## src/rtl/branch_ctrl_pkg.sv

```systemverilog
// Purpose: shared codes, state encoding and target helper for ID-stage branch resolution.
// Latency: none; definitions only.
// Backpressure: not applicable.
package branch_ctrl_pkg;

  // Comparator result codes
  localparam logic [1:0] BRANCH_DEFAULT = 2'b00;
  localparam logic [1:0] BRANCH_EQUAL   = 2'b01;
  localparam logic [1:0] BRANCH_LT      = 2'b10;
  localparam logic [1:0] BRANCH_GT      = 2'b11;

  // Branch condition encodings; 6 and 7 are reserved and never taken
  localparam int unsigned BR_COND_W = 3;
  localparam logic [BR_COND_W-1:0] BR_COND_BEQ  = 3'd0;
  localparam logic [BR_COND_W-1:0] BR_COND_BNE  = 3'd1;
  localparam logic [BR_COND_W-1:0] BR_COND_BLTZ = 3'd2;
  localparam logic [BR_COND_W-1:0] BR_COND_BGTZ = 3'd3;
  localparam logic [BR_COND_W-1:0] BR_COND_BLEZ = 3'd4;
  localparam logic [BR_COND_W-1:0] BR_COND_BGEZ = 3'd5;

  // Controller states
  typedef enum logic [1:0] {
    BRC_IDLE  = 2'd0,
    BRC_WAIT  = 2'd1,
    BRC_ISSUE = 2'd2
  } brc_state_e;

  // Branch target: base is the delay-slot PC, word offset scaled to bytes, wraps mod 2^32
  function automatic logic [31:0] branch_target(input logic [31:0] pc, input logic [31:0] offset);
    return pc + 32'd4 + {offset[29:0], 2'b00};
  endfunction

endpackage

```

## src/rtl/branch_cond_eval.sv

```systemverilog
// Purpose: decide taken/not-taken from a branch condition and the comparator code.
// Latency: combinational.
// Backpressure: none.
module branch_cond_eval
  import branch_ctrl_pkg::*;
(
  input  logic [BR_COND_W-1:0] br_cond,
  input  logic [1:0]           cmp_result,
  output logic                 taken
);

  // Map each condition to the comparator codes that make it taken
  always_comb begin
    taken = 1'b0;
    case (br_cond)
      BR_COND_BEQ:  taken = (cmp_result == BRANCH_EQUAL);
      BR_COND_BNE:  taken = (cmp_result == BRANCH_LT) || (cmp_result == BRANCH_GT);
      BR_COND_BLTZ: taken = (cmp_result == BRANCH_LT);
      BR_COND_BGTZ: taken = (cmp_result == BRANCH_GT);
      BR_COND_BLEZ: taken = (cmp_result == BRANCH_EQUAL) || (cmp_result == BRANCH_LT);
      BR_COND_BGEZ: taken = (cmp_result == BRANCH_EQUAL) || (cmp_result == BRANCH_GT);
      default:      taken = 1'b0;
    endcase
  end

endmodule

```

## src/rtl/branch_ctrl.sv

```systemverilog
// Purpose: sequence ID-stage branch resolution and issue a registered redirect to fetch.
// Latency: redirect one cycle after operands are ready; operand wait bounded by MAX_WAIT.
// Backpressure: stall_id holds IF/ID while unresolved. Optional BRANCH_DELAY_SLOT_EN keeps flush_if at 0.
module branch_ctrl
  import branch_ctrl_pkg::*;
#(
  parameter int unsigned MAX_WAIT = 3
) (
  input  logic                 clk,
  input  logic                 rst,
  input  logic                 br_valid,
  input  logic [BR_COND_W-1:0] br_cond,
  input  logic [31:0]          br_pc,
  input  logic [31:0]          br_offset,
  input  logic                 opnd_ready,
  input  logic [1:0]           cmp_result,
  input  logic                 ex_flush,
  output logic                 stall_id,
  output logic                 redirect_valid,
  output logic [31:0]          redirect_pc,
  output logic                 flush_if,
  output logic                 br_taken,
  output logic                 br_resolved,
  output logic                 wait_err
);

  localparam logic [3:0] MAX_WAIT_C = 4'(MAX_WAIT);

  brc_state_e           state_q, state_d;
  logic [3:0]           wait_cnt_q, wait_cnt_d;
  logic [BR_COND_W-1:0] cond_q, cond_d;
  logic [31:0]          pc_q, pc_d;
  logic [31:0]          offset_q, offset_d;
  logic                 redirect_valid_q, redirect_valid_d;
  logic [31:0]          redirect_pc_q, redirect_pc_d;
  logic                 flush_if_q, flush_if_d;
  logic                 br_taken_q, br_taken_d;
  logic                 br_resolved_q, br_resolved_d;
  logic                 wait_err_q, wait_err_d;

  logic [BR_COND_W-1:0] eval_cond;
  logic [31:0]          eval_target;
  logic                 eval_taken;
  logic                 issue_now;

  // In WAIT the latched branch is evaluated; in IDLE the incoming one is
  assign eval_cond   = (state_q == BRC_WAIT) ? cond_q : br_cond;
  assign eval_target = (state_q == BRC_WAIT) ? branch_target(pc_q, offset_q)
                                             : branch_target(br_pc, br_offset);

  branch_cond_eval u_cond_eval (
    .br_cond    (eval_cond),
    .cmp_result (cmp_result),
    .taken      (eval_taken)
  );

  // Next-state, latch and single-cycle output pulse computation; flush overrides all
  always_comb begin
    state_d          = state_q;
    wait_cnt_d       = wait_cnt_q;
    cond_d           = cond_q;
    pc_d             = pc_q;
    offset_d         = offset_q;
    redirect_valid_d = 1'b0;
    redirect_pc_d    = 32'h0;
    flush_if_d       = 1'b0;
    br_taken_d       = 1'b0;
    br_resolved_d    = 1'b0;
    wait_err_d       = 1'b0;
    issue_now        = 1'b0;

    case (state_q)
      BRC_IDLE: begin
        if (br_valid) begin
          cond_d   = br_cond;
          pc_d     = br_pc;
          offset_d = br_offset;
          if (opnd_ready) begin
            issue_now  = 1'b1;
            state_d    = BRC_ISSUE;
            wait_cnt_d = 4'd0;
          end else begin
            state_d    = BRC_WAIT;
            wait_cnt_d = 4'd1;
          end
        end
      end
      BRC_WAIT: begin
        if (opnd_ready) begin
          issue_now  = 1'b1;
          state_d    = BRC_ISSUE;
          wait_cnt_d = 4'd0;
        end else if (wait_cnt_q == MAX_WAIT_C) begin
          wait_err_d = 1'b1;
          state_d    = BRC_IDLE;
          wait_cnt_d = 4'd0;
        end else begin
          wait_cnt_d = wait_cnt_q + 4'd1;
        end
      end
      BRC_ISSUE: state_d = BRC_IDLE;
      default:   state_d = BRC_IDLE;
    endcase

    if (issue_now) begin
      br_resolved_d    = 1'b1;
      br_taken_d       = eval_taken;
      redirect_valid_d = eval_taken;
      redirect_pc_d    = eval_taken ? eval_target : 32'h0;
`ifdef BRANCH_DELAY_SLOT_EN
      flush_if_d       = 1'b0;
`else
      flush_if_d       = eval_taken;
`endif
    end

    if (ex_flush) begin
      state_d          = BRC_IDLE;
      wait_cnt_d       = 4'd0;
      redirect_valid_d = 1'b0;
      redirect_pc_d    = 32'h0;
      flush_if_d       = 1'b0;
      br_taken_d       = 1'b0;
      br_resolved_d    = 1'b0;
      wait_err_d       = 1'b0;
    end
  end

  // State and registered outputs with synchronous reset
  always_ff @(posedge clk) begin
    if (rst) begin
      state_q          <= BRC_IDLE;
      wait_cnt_q       <= 4'd0;
      cond_q           <= '0;
      pc_q             <= 32'h0;
      offset_q         <= 32'h0;
      redirect_valid_q <= 1'b0;
      redirect_pc_q    <= 32'h0;
      flush_if_q       <= 1'b0;
      br_taken_q       <= 1'b0;
      br_resolved_q    <= 1'b0;
      wait_err_q       <= 1'b0;
    end else begin
      state_q          <= state_d;
      wait_cnt_q       <= wait_cnt_d;
      cond_q           <= cond_d;
      pc_q             <= pc_d;
      offset_q         <= offset_d;
      redirect_valid_q <= redirect_valid_d;
      redirect_pc_q    <= redirect_pc_d;
      flush_if_q       <= flush_if_d;
      br_taken_q       <= br_taken_d;
      br_resolved_q    <= br_resolved_d;
      wait_err_q       <= wait_err_d;
    end
  end

  assign stall_id       = !ex_flush && (((state_q == BRC_IDLE) && br_valid) || (state_q == BRC_WAIT));
  assign redirect_valid = redirect_valid_q;
  assign redirect_pc    = redirect_pc_q;
  assign flush_if       = flush_if_q;
  assign br_taken       = br_taken_q;
  assign br_resolved    = br_resolved_q;
  assign wait_err       = wait_err_q;

endmodule

```

## config.mk

```make
export PLATFORM = sky130hd
export DESIGN_NAME = branch_ctrl
export DESIGN_NICKNAME = d
export VERILOG_FILES = /design/src/rtl/branch_ctrl_pkg.sv /design/src/rtl/branch_cond_eval.sv /design/src/rtl/branch_ctrl.sv
export SDC_FILE = /design/constraint.sdc
export NUM_CORES = 1
export LEC_CHECK = 0
export ABC_AREA = 1
export CORE_MARGIN = 8
export CORE_UTILIZATION = 30
export DETAILED_ROUTE_END_ITERATION = 6
export SLEW_MARGIN = 15
export SYNTH_ARGS = -nofsm -noshare
export SYNTH_HDL_FRONTEND = slang
export SYNTH_HIERARCHICAL = 1
export SYNTH_SLANG_ARGS = --single-unit
export TNS_END_PERCENT = 5
```

## constraint.sdc

```tcl
create_clock -name clk -period 3.1 [get_ports clk]
set_input_delay 0.62 -clock clk [delete_from_list [all_inputs] [get_ports clk]]
set_output_delay 0.62 -clock clk [all_outputs]
set_load 0.02 [all_outputs]
```

=== After elaboration in Yosys (flattened, before gate mapping) ===
Cells that the tools add are included.

* Bits in registers: 106

* Reductions and logical operators: 17
* Equal/unequal tests: 12
* $add $sub $neg: 5
* Bitwise gates (word level): 3
* Multiplexer cells: 18

{| class="wikitable"
|+ Operators by type and width
! kind !! number
|-
| $add 32x3->32 const B || 2
|-
| $add 32x32->32 || 2
|-
| $mux 32 || 1
|-
| $mux 4 || 3
|-
| $mux 2 || 4
|-
| $pmux 4 s2 || 1
|-
| $reduce_or 4->1 || 2
|-
| $eq 3x2->1 const B || 2
|-
| $eq 3x3->1 const B || 2
|-
| $pmux 1 s6 || 1
|-
| $reduce_and 2->1 || 3
|-
| $mux 1 || 5
|-
| $add 4x1->4 const B || 1
|-
| $eq 2x1->1 const B || 2
|-
| $eq 2x2->1 const B || 2
|-
| $eq 4x2->1 const B || 1
|-
| $logic_or 1x1->1 || 4
|-
| $pmux 2 s2 || 1
|-
| $eq 3x1->1 const B || 1
|-
| $logic_not 3->1 || 1
|-
| $mux 3 || 1
|-
| $ne 3x2->1 const B || 1
|-
| $not 1->1 || 3
|-
| $reduce_or 3->1 || 1
|-
| 7 further kinds || 8
|}

=== Longest topological paths before layout ===
Gate-level depths: netlist of run 1.

* Depth in word-level cells: 6
* Mapped depth: 16

=== Modules after synthesis ===
Netlist of run 1, hierarchy kept.

{| class="wikitable"
|+ By module, submodules not included
! module !! instances !! area an instance (µm²) !! cells an instance !! seq. area each (µm²)
|-
| branch_ctrl || 1 || 8,652.0 || 1,383 || 2,122.0
|-
| branch_cond_eval || 1 || 76.3 || 19 || 0.0
|}

=== Least setup slack after synthesis of run 1 ===
No wires, ideal clock.

* Path type: input -> register
* Start point: input port br_pc[3]
* End point: register redirect_pc_q[27] (netlist: redirect_pc[27])
* Stages: 12
* Slack: 0.749 ns
* Buffers on the path: 0
* Arrival: 2.285 ns
* Data required time: 3.034 ns
* Path through: ha_1 -> ha_1 -> fa_1 -> nand3_1 -> nand3_1 -> nand2_1 -> nand2_1 -> nand3_1 -> nand3_1 -> nand2_1 -> nand3_1 -> a21oi_2

* Word-level cells in the longest chain between the ends: 3

{| class="wikitable"
|+ Ends and longest elaborated chain
! what !! RTL line !! source
|-
| start: declaration || branch_ctrl.sv:13 || <nowiki>input logic [31:0] br_pc,</nowiki>
|-
| $add 32x3->32 || branch_ctrl_pkg.sv:30 || <nowiki>return pc + 32'd4 + {offset[29:0], 2'b00};</nowiki>
|-
| $add 32x32->32 || branch_ctrl_pkg.sv:30 ||
|-
| $mux 32 || branch_ctrl.sv:48 || <nowiki>assign eval_target = (state_q == BRC_WAIT) ? branch_target(pc_q, offset_q)</nowiki>
|-
| end signal: assignment || branch_ctrl.sv:150 || <nowiki>redirect_pc_q <= redirect_pc_d;</nowiki>
|-
| end: declaration || branch_ctrl.sv:35 || <nowiki>logic [31:0] redirect_pc_q, redirect_pc_d;</nowiki>
|}

No other way between the ends.
A chain may end at the register's enable or synchronous reset.

=== Final worst setup path of run 1 ===
* Start point: input port br_pc[3]
* End point: register redirect_pc_q[25] (netlist: redirect_pc[25])

Same word-level chain as after synthesis.

==> results.md, run 1 <==
* Hold worst-path end: pc_q[2]
* Seq/Total Area, Yosys at 24.3%
* Asr flop ratio synth at 0%
* CTS tree: done
* Clock sink total at 106
* Crit-path max FO at 4
* Post-Syn Instances at 1402
* Routed WL per cell at approximately 15 µm
* TritonCTS buffer count at 9
* Worst-path cell chain: clkdlybuf4s50_1 -> ha_1 -> ha_1 -> fa_1 -> nand3_1 -> nand3_1 -> nand2_1 -> nand2_1 -> nand2_1 -> nand3_1 -> nand2_1 -> nand3_1 -> a21oi_2
* P_int at 2.69 mW
* Finish-stage setup viols at 0
* Initial antenna violation count at 0
* F_max at 364 MHz
* Critical path arrival at 3.05 ns
* Post-synth top flop: dfxtp_1
* Cell Rows at 62
* Post-route cell area at about 0.011 mm²
* Hold Path Stages at 2
* Vias/cell at 4.71
* Vias in the first global route at about 9000
* Clock-pin slew on the worst setup and hold paths at approximately 0.09 ns
* Hpwl dp at 23600 µm
* Slew Limit Headroom at 56.4%
* Core area at approximately 0.029 mm²
* Outcome: finished clean
* Logic pwr share at 33.0%
* Final routed DRC violation total at 0
* PostCTS Resize Cnt at 0
* Nets@finish at 1699
* Worst R2R End: redirect_pc[31]
* Area of the mapped netlist at 0.00873 mm²
* Pins Over Slew Limit at 0
* Crit path kind: in2reg
* Yosys warns at 6
* Worst path required time at approximately 3.4 ns
* Worst setup EP type: flop
* Min-delay src: pc_q[2]
* Post-Synthesis Net Count at around 1600
* Vias at approximately 9000
* Util after Layout at 37.0%
* Leading cell type in the layout, fill and taps excluded: nand2_1
* Seq cells post-synth at 106
* Antenna Nets Post-Route at 0
* Buffers on Ports at 109
* Total grt overflow at 0
* CTS Hold Bufs at 0
* Tot GR Track Use at 16.2%
* Final wirelength at 28900 µm
* H-tree depth at 3
* Tcrit/Tclk final at around nine tenths
* Ratio of cells with drive above 1 in the final layout at about 4.8%
* GPL Wtd Cong at just under 0.9
* VDD IR max at 0.246 mV
* First-pass GRT wire length at 45400 µm
* DR iter-0 viols at 480
* Hold Crit Class: reg2reg
* Overall power at 4.22 mW
* Hold Vio Cnt, Final at 0
* Least-Margin Pin Slew at 0.654 ns
* Clock share of power at 32.0%
* Final Critical Period at 2.75 ns
* CP max-delay cell: clkdlybuf4s50_1
* MaxCap Viol Count at 0
* FF-to-FF path depth at 12
* Mean post-synth cell area at 6.23 µm²
* Die Wd at 187 µm
* IO Pins at 112
* Leakage dissipation at 5.57 nW
* Flop pwr share at 35.0%
* CP startpoint: br_pc[3]
* DRT Pass-1 Iters at 5
* Cell Area, Placed at 0.0103 mm²
* Most frequent cells in the layout: 412 x nand2_1, 211 x nor2_1, 200 x inv_1, 115 x ha_1, 109 x clkdlybuf4s50_1
* RSZ-0062 raised after global routing: no
* Clock tree buffer depth at 2
* R2R setup slack at 0.48 ns
* # diodes at 0
* Worst-Skew Late Latency at 0.37 ns
* Initial Utilization at 30.4%
* CP peak stage delay at 0.44 ns
* PD cells at 397 mW/mm²
* CTS root buf: clkbuf_16
* FF-to-FF Start: pc_q[3]
* Largest net degree at the start of global routing at 70
* Post-synth cell types at 35
* NetSw at 1.53 mW
* Sw frac at 36.2%
* Die area at around 0.035 mm²
* Final TNS setup at 0 ns
* Number of flops mapped to enable cells by yosys at 0
* Die Span Y at 187 µm
* Clock Skew at 0.0117 ns
* Area grow syn2layout at 21.8%
* Post-CTS Setup Repair Bufs at 0
* Critical Path Source Type: input pin
routing by layer:
| metal | global-route usage, % | vias up | routed length (µm) |
|---|---|---|---|
| met1 | 19.7 | 4040 | 12800 |
| li1 | - | 4655 | - |
| met3 | 1.70 | 50 | 1040 |
| met4 | 6.20 | 0 | 842 |
| met2 | 29.0 | 191 | 14200 |
| met5 | 0 | - | 0 |
cell usage after synthesis (2+ instances only):
| cell | n | area, µm² |
|---|---|---|
| buf_4 | 3 | 22.5 |
| buf_2 | 3 | 15.0 |
| o21ai_1 | 3 | 15.0 |
| fa_1 | 2 | 40.0 |
| inv_1 | 200 | 751 |
| nand4_1 | 11 | 68.8 |
| nand2_2 | 2 | 12.5 |
| a21oi_2 | 30 | 263 |
| nor3_1 | 5 | 25.0 |
| ha_1 | 115 | 1440 |
| buf_6 | 3 | 33.8 |
| clkbuf_1 | 22 | 82.6 |
| nand3b_1 | 7 | 52.6 |
| nand3_1 | 89 | 445 |
| xor2_1 | 17 | 149 |
| a21oi_1 | 61 | 305 |
| dfxtp_1 | 106 | 2120 |
| nand2_1 | 412 | 1550 |
| o21ai_0 | 81 | 405 |
| nor2_1 | 212 | 796 |
| o21bai_1 | 4 | 30.0 |
metrics by stage:
| step | hold slack, ns | instances | setup slack (ns) |
|---|---|---|---|
| 6_report | 0.467 | 1897 | 0.352 |
| 5_1_grt | 0.488 | 1897 | 0.199 |
| 4_1_cts | 0.472 | 1897 | 0.372 |
| 3_5_place_dp | 0.460 | 1881 | 0.000307 |
| 3_3_place_gp | 0.444 | 1881 | 0.0129 |
| 2_1_floorplan | 0.433 | 1402 | 0.749 |
layout make-up:
type                    instances  area, µm²
inverters                     202        761
repair buffers                128       1230
clock inverters                 7        116
flip-flops and latches        106       2120
multi-input cells            1061       5690
clock buffers                   9        225
fillers                      3136      18100
well taps                     384        480
power by group through the flow:
stage          combinational, mW  clock [mW]  sequential (mW)
2_1_floorplan              0.906           0             1.51
3_3_place_gp                1.36           0             1.51
3_5_place_dp                1.37           0             1.51
4_1_cts                     1.38        1.37             1.48
5_1_grt                     1.56        1.43             1.49
6_report                    1.39        1.35             1.48
cell families after synthesis:
logic type,after synthesis,share of synthesized area (%)
AOI/OAI and AO/OA,182,11.9
xor gates and xnor gates,18,1.81
adders and majority gates,117,16.9
buffers and inverters,235,10.6
DFF,106,24.3
and+or+nand+nor,744,34.4
flip-flops by register name, summed over array words and instances, names as in the netlist:
signal       cells
state_q          2
redirect_pc     32
offset_q        30
br_resolved      1
br_taken         1
cond_q           3
wait_err         1
pc_q            32
wait_cnt_q       4
critical path: cells and delay by family:
kind	cells	cell delay, ns
fa+ha+maj	3	0.95
buf+inv	1	0.44
simple gates	8	0.85
compound gates	1	0.19
worst max path at each step:
| stage | end | cells after the start |
|---|---|---|
| after detailed placement | redirect_pc[25] | 13 |
| final | redirect_pc[25] | 13 |
| after global routing | redirect_pc[25] | 13 |
| after CTS | redirect_pc[25] | 13 |
| after global placement | redirect_pc[25] | 13 |
| after floorplan | redirect_pc[27] | 12 |
No activity file was read; power rests on OpenSTA's default activity.
==> inputs of run 2 (changes only) <==
--- a/config.mk
+++ b/config.mk
@@ -9,7 +9,6 @@
 export CORE_MARGIN = 8
 export CORE_UTILIZATION = 30
 export DETAILED_ROUTE_END_ITERATION = 6
-export SLEW_MARGIN = 15
 export SYNTH_ARGS = -nofsm -noshare
 export SYNTH_HDL_FRONTEND = slang
 export SYNTH_HIERARCHICAL = 1
==> results of run 2 <==
Same layout as run 1: the final DEF is identical, and so are final timing and power.
==> inputs of run 3 (changes only) <==
--- a/config.mk
+++ b/config.mk
@@ -8,7 +8,9 @@
 export ABC_AREA = 1
 export CORE_MARGIN = 8
 export CORE_UTILIZATION = 30
+export CTS_CLUSTER_SIZE = 20
 export DETAILED_ROUTE_END_ITERATION = 6
+export DONT_BUFFER_PORTS = 1
 export SYNTH_ARGS = -nofsm -noshare
 export SYNTH_HDL_FRONTEND = slang
 export SYNTH_HIERARCHICAL = 1
==> run 3 against run 2 <==
- routed wire length down 4.4%
- sequential share of layout area up 2.6 points
- cell area decreased by 11%
- clock-buffer cell count did not move
- setup slack better by 0.17 ns
- first-iteration DRC count is 15% higher
- fmax is 6.4% higher
- global-route usage fell by 0.59 points
- utilization down 4.2 points
- power is 8.1% lower
- largest power group unchanged
- clock power shrank 14%
- critical path depth is 1 lower
==> results.md, run 3 (same netlist as run 1, synthesis figures left out) <==
* Clock share of power at 30.0% (was 32.0%)
* Vias in the first global route at 8279 (was 8804)
* Final wirelength at 27700 µm (was 28900 µm)
* F_max at 387 MHz (was 364 MHz)
* Initial Utilization at 30.4% (unchanged)
* Hold Path Stages at 2 (unchanged)
* PD cells at 412 mW/mm² (was 397 mW/mm²)
* Worst-Skew Late Latency at 0.37 ns (about the same)
* Nets@finish at 1578 (was 1699)
* Initial antenna violation count at 0 (unchanged)
* TritonCTS buffer count at 9 (unchanged)
* Most frequent CP cell: nand3_1
* Total grt overflow at 0 (unchanged)
* Worst path top cell family by delay: adder cells (unchanged)
* Min-delay src: br_pc[1] (was pc_q[2])
* Hold Crit Class: in2reg (was reg2reg)
* Clock tree buffer depth at 2 (unchanged)
* Worst-path cell chain: ha_1 -> ha_1 -> fa_1 -> nand3_1 -> nand3_1 -> nand3_1 -> nand3b_1 -> nand2_1 -> nand2_1 -> nand2_1 -> nand3_1 -> a21oi_1 (was clkdlybuf4s50_1 -> ha_1 -> ha_1 -> fa_1 -> nand3_1 -> nand3_1 -> nand2_1 -> nand2_1 -> nand2_1 -> nand3_1 -> nand2_1 -> nand3_1 -> a21oi_2)
* Buffers on Ports at 0 (was 109)
* Fin worst setup slack at 0.517 ns (was 0.352 ns)
* RSZ-0062 raised after global routing: no (unchanged)
* P_int at 2.41 mW (was 2.69 mW)
* Logic pwr share at 31.6% (was 33.0%)
* CTS root buf: clkbuf_16 (unchanged)
* Slew Limit Headroom at 51.9% (was 56.4%)
* Die Span Y at 187 µm (unchanged)
* Routed WL per cell at 15.6 µm (was 15.2 µm)
* Die Wd at 187 µm (unchanged)
* Pins Over Slew Limit at 0 (unchanged)
* CTS Hold Bufs at 0 (unchanged)
* # diodes at 0 (unchanged)
* Final TNS setup at 0 ns (unchanged)
* Tot GR Track Use at 15.6% (was 16.2%)
* VDD IR max at 0.239 mV (was 0.246 mV)
* Antenna Nets Post-Route at 0 (unchanged)
* DR iter-0 viols at 552 (was 480)
* Overall power at 3.88 mW (was 4.22 mW)
* Worst setup EP type: flop (unchanged)
* Outcome: finished clean (unchanged)
* Hpwl dp at 23000 µm (was 23600 µm)
* Critical path arrival at 2.87 ns (was 3.05 ns)
* H-tree depth at 3 (unchanged)
* CP max-delay cell: fa_1 (was clkdlybuf4s50_1)
* Worst Path Buf+Inv at 0 (was 1)
* NetSw at 1.46 mW (was 1.53 mW)
* Setup WS pre-CTS at 0.410 ns (was 0.000307 ns)
* Fillers at 3217 (was 3136)
* Tcrit/Tclk final at 83.3% (was 88.6%)
* Hold worst-path end: redirect_pc[1] (was pc_q[2])
* CTS tree: done (unchanged)
* PostCTS Resize Cnt at 0 (unchanged)
* Largest net degree at the start of global routing at 66 (was 70)
* IO Pins at 112 (unchanged)
* FF-to-FF path depth at 12 (unchanged)
* Leakage dissipation at 5.08 nW (was 5.57 nW)
* Final Critical Period at 2.58 ns (was 2.75 ns)
* Most frequent cells in the layout: 412 x nand2_1, 211 x nor2_1, 200 x inv_1, 115 x ha_1, 106 x dfxtp_1 (was 412 x nand2_1, 211 x nor2_1, 200 x inv_1, 115 x ha_1, 109 x clkdlybuf4s50_1)
* Clock Skew at 0.0122 ns (was 0.0117 ns)
* Clock-pin slew on the worst setup and hold paths at 0.08 ns (was 0.09 ns)
* Vias at 8517 (was 8936)
* Core area at 0.0287 mm² (unchanged)
* Worst R2R End: redirect_pc[31] (unchanged)
* Leading cell type in the layout, fill and taps excluded: nand2_1 (unchanged)
* Area grow syn2layout at 7.84% (was 21.8%)
* MaxCap Viol Count at 0 (unchanged)
* R2R setup slack at 0.52 ns (was 0.48 ns)
* Hold Slack at 0.393 ns (was 0.467 ns)
* Clock sink total at 106 (unchanged)
* Least-Margin Pin Slew at 0.722 ns (was 0.654 ns)
* Die area at 0.0348 mm² (unchanged)
* Sw frac at 37.7% (was 36.2%)
* Cell Rows at 62 (unchanged)
* FF-to-FF Start: pc_q[3] (unchanged)
* Post-CTS Setup Repair Bufs at 0 (unchanged)
* Util after Layout at 32.8% (was 37.0%)
* Final routed DRC violation total at 0 (unchanged)
* Hold Vio Cnt, Final at 0 (unchanged)
* First-pass GRT wire length at 43600 µm (was 45400 µm)
* Ratio of cells with drive above 1 in the final layout at 4.38% (was 4.82%)
* Finish-stage setup viols at 0 (unchanged)
* Flop pwr share at 38.4% (was 35.0%)
* CP peak stage delay at 0.48 ns (was 0.44 ns)
* DRT Pass-1 Iters at 5 (unchanged)
* Critical Path Source Type: flop (was input pin)
* Worst path required time at 3.39 ns (was 3.40 ns)
* Vias/cell at 4.80 (was 4.71)
* Crit path kind: reg2reg (was in2reg)
* Crit-path max FO at 4 (unchanged)
* GPL Wtd Cong at 0.920 (was 0.886)
==> run 3: routing by layer <==
| layer | wire, µm | share of wire [%] | up-vias | global-route usage [%] |
|---|---|---|---|---|
| met3 | 1310 | 4.7 | 54 | 2.76 |
| li1 | - | - | 4414 | - |
| met5 | 0 | 0 | - | 0 |
| met1 | 11200 | 40 | 3877 | 17.3 |
| met4 | 1150 | 4.2 | 0 | 7.64 |
| met2 | 14000 | 51 | 172 | 28.5 |
==> run 3: worst max path at each step <==
stage | endpoint | startpoint | depth (start not counted) | slack [ns]
final | redirect_pc[31] | pc_q[3] | 12 | 0.52
after global routing | redirect_pc[31] | pc_q[3] | 12 | 0.35
after CTS | redirect_pc[31] | pc_q[3] | 12 | 0.53
after detailed placement | redirect_pc[25] | br_pc[3] | 12 | 0.41
after global placement | redirect_pc[25] | br_pc[3] | 12 | 0.44
after floorplan | redirect_pc[27] | br_pc[3] | 12 | 0.75
==> run 3: power groups by stage <==
stage | logic [mW] | clock network (mW) | registers, mW
finish | 1.22 | 1.16 | 1.49
CTS | 1.22 | 1.19 | 1.49
global route | 1.39 | 1.24 | 1.50
detailed placement | 1.21 | 0 | 1.52
floorplan | 0.906 | 0 | 1.51
global placement | 1.20 | 0 | 1.52
==> run 3: worst reg2reg max path, stage by stage (launching register included) <==
cell      delay [ns]
dfxtp_1         0.32
ha_1            0.30
ha_1            0.29
fa_1            0.48
nand3_1         0.11
nand3_1         0.17
nand3_1         0.13
nand3b_1        0.18
nand2_1         0.14
nand2_1         0.06
nand2_1         0.06
nand3_1         0.09
a21oi_1         0.19
==> run 3: through the flow <==
stage               area (µm²)  cells
floorplan                 8730   1402
global placement          9120   1760
detailed placement        9120   1760
CTS                       9410   1776
global route              9410   1776
finish                    9410   1776
==> run 3: final cells by class <==
type	count	area, µm²	area share, %
clock buffers	9	225	2.39
flip-flops and latches	106	2120	22.5
inverters	202	761	8.08
repair buffers	7	65.1	0.691
well taps	384	480	5.10
clock inverters	7	68.8	0.731
multi-input cells	1061	5690	60.5
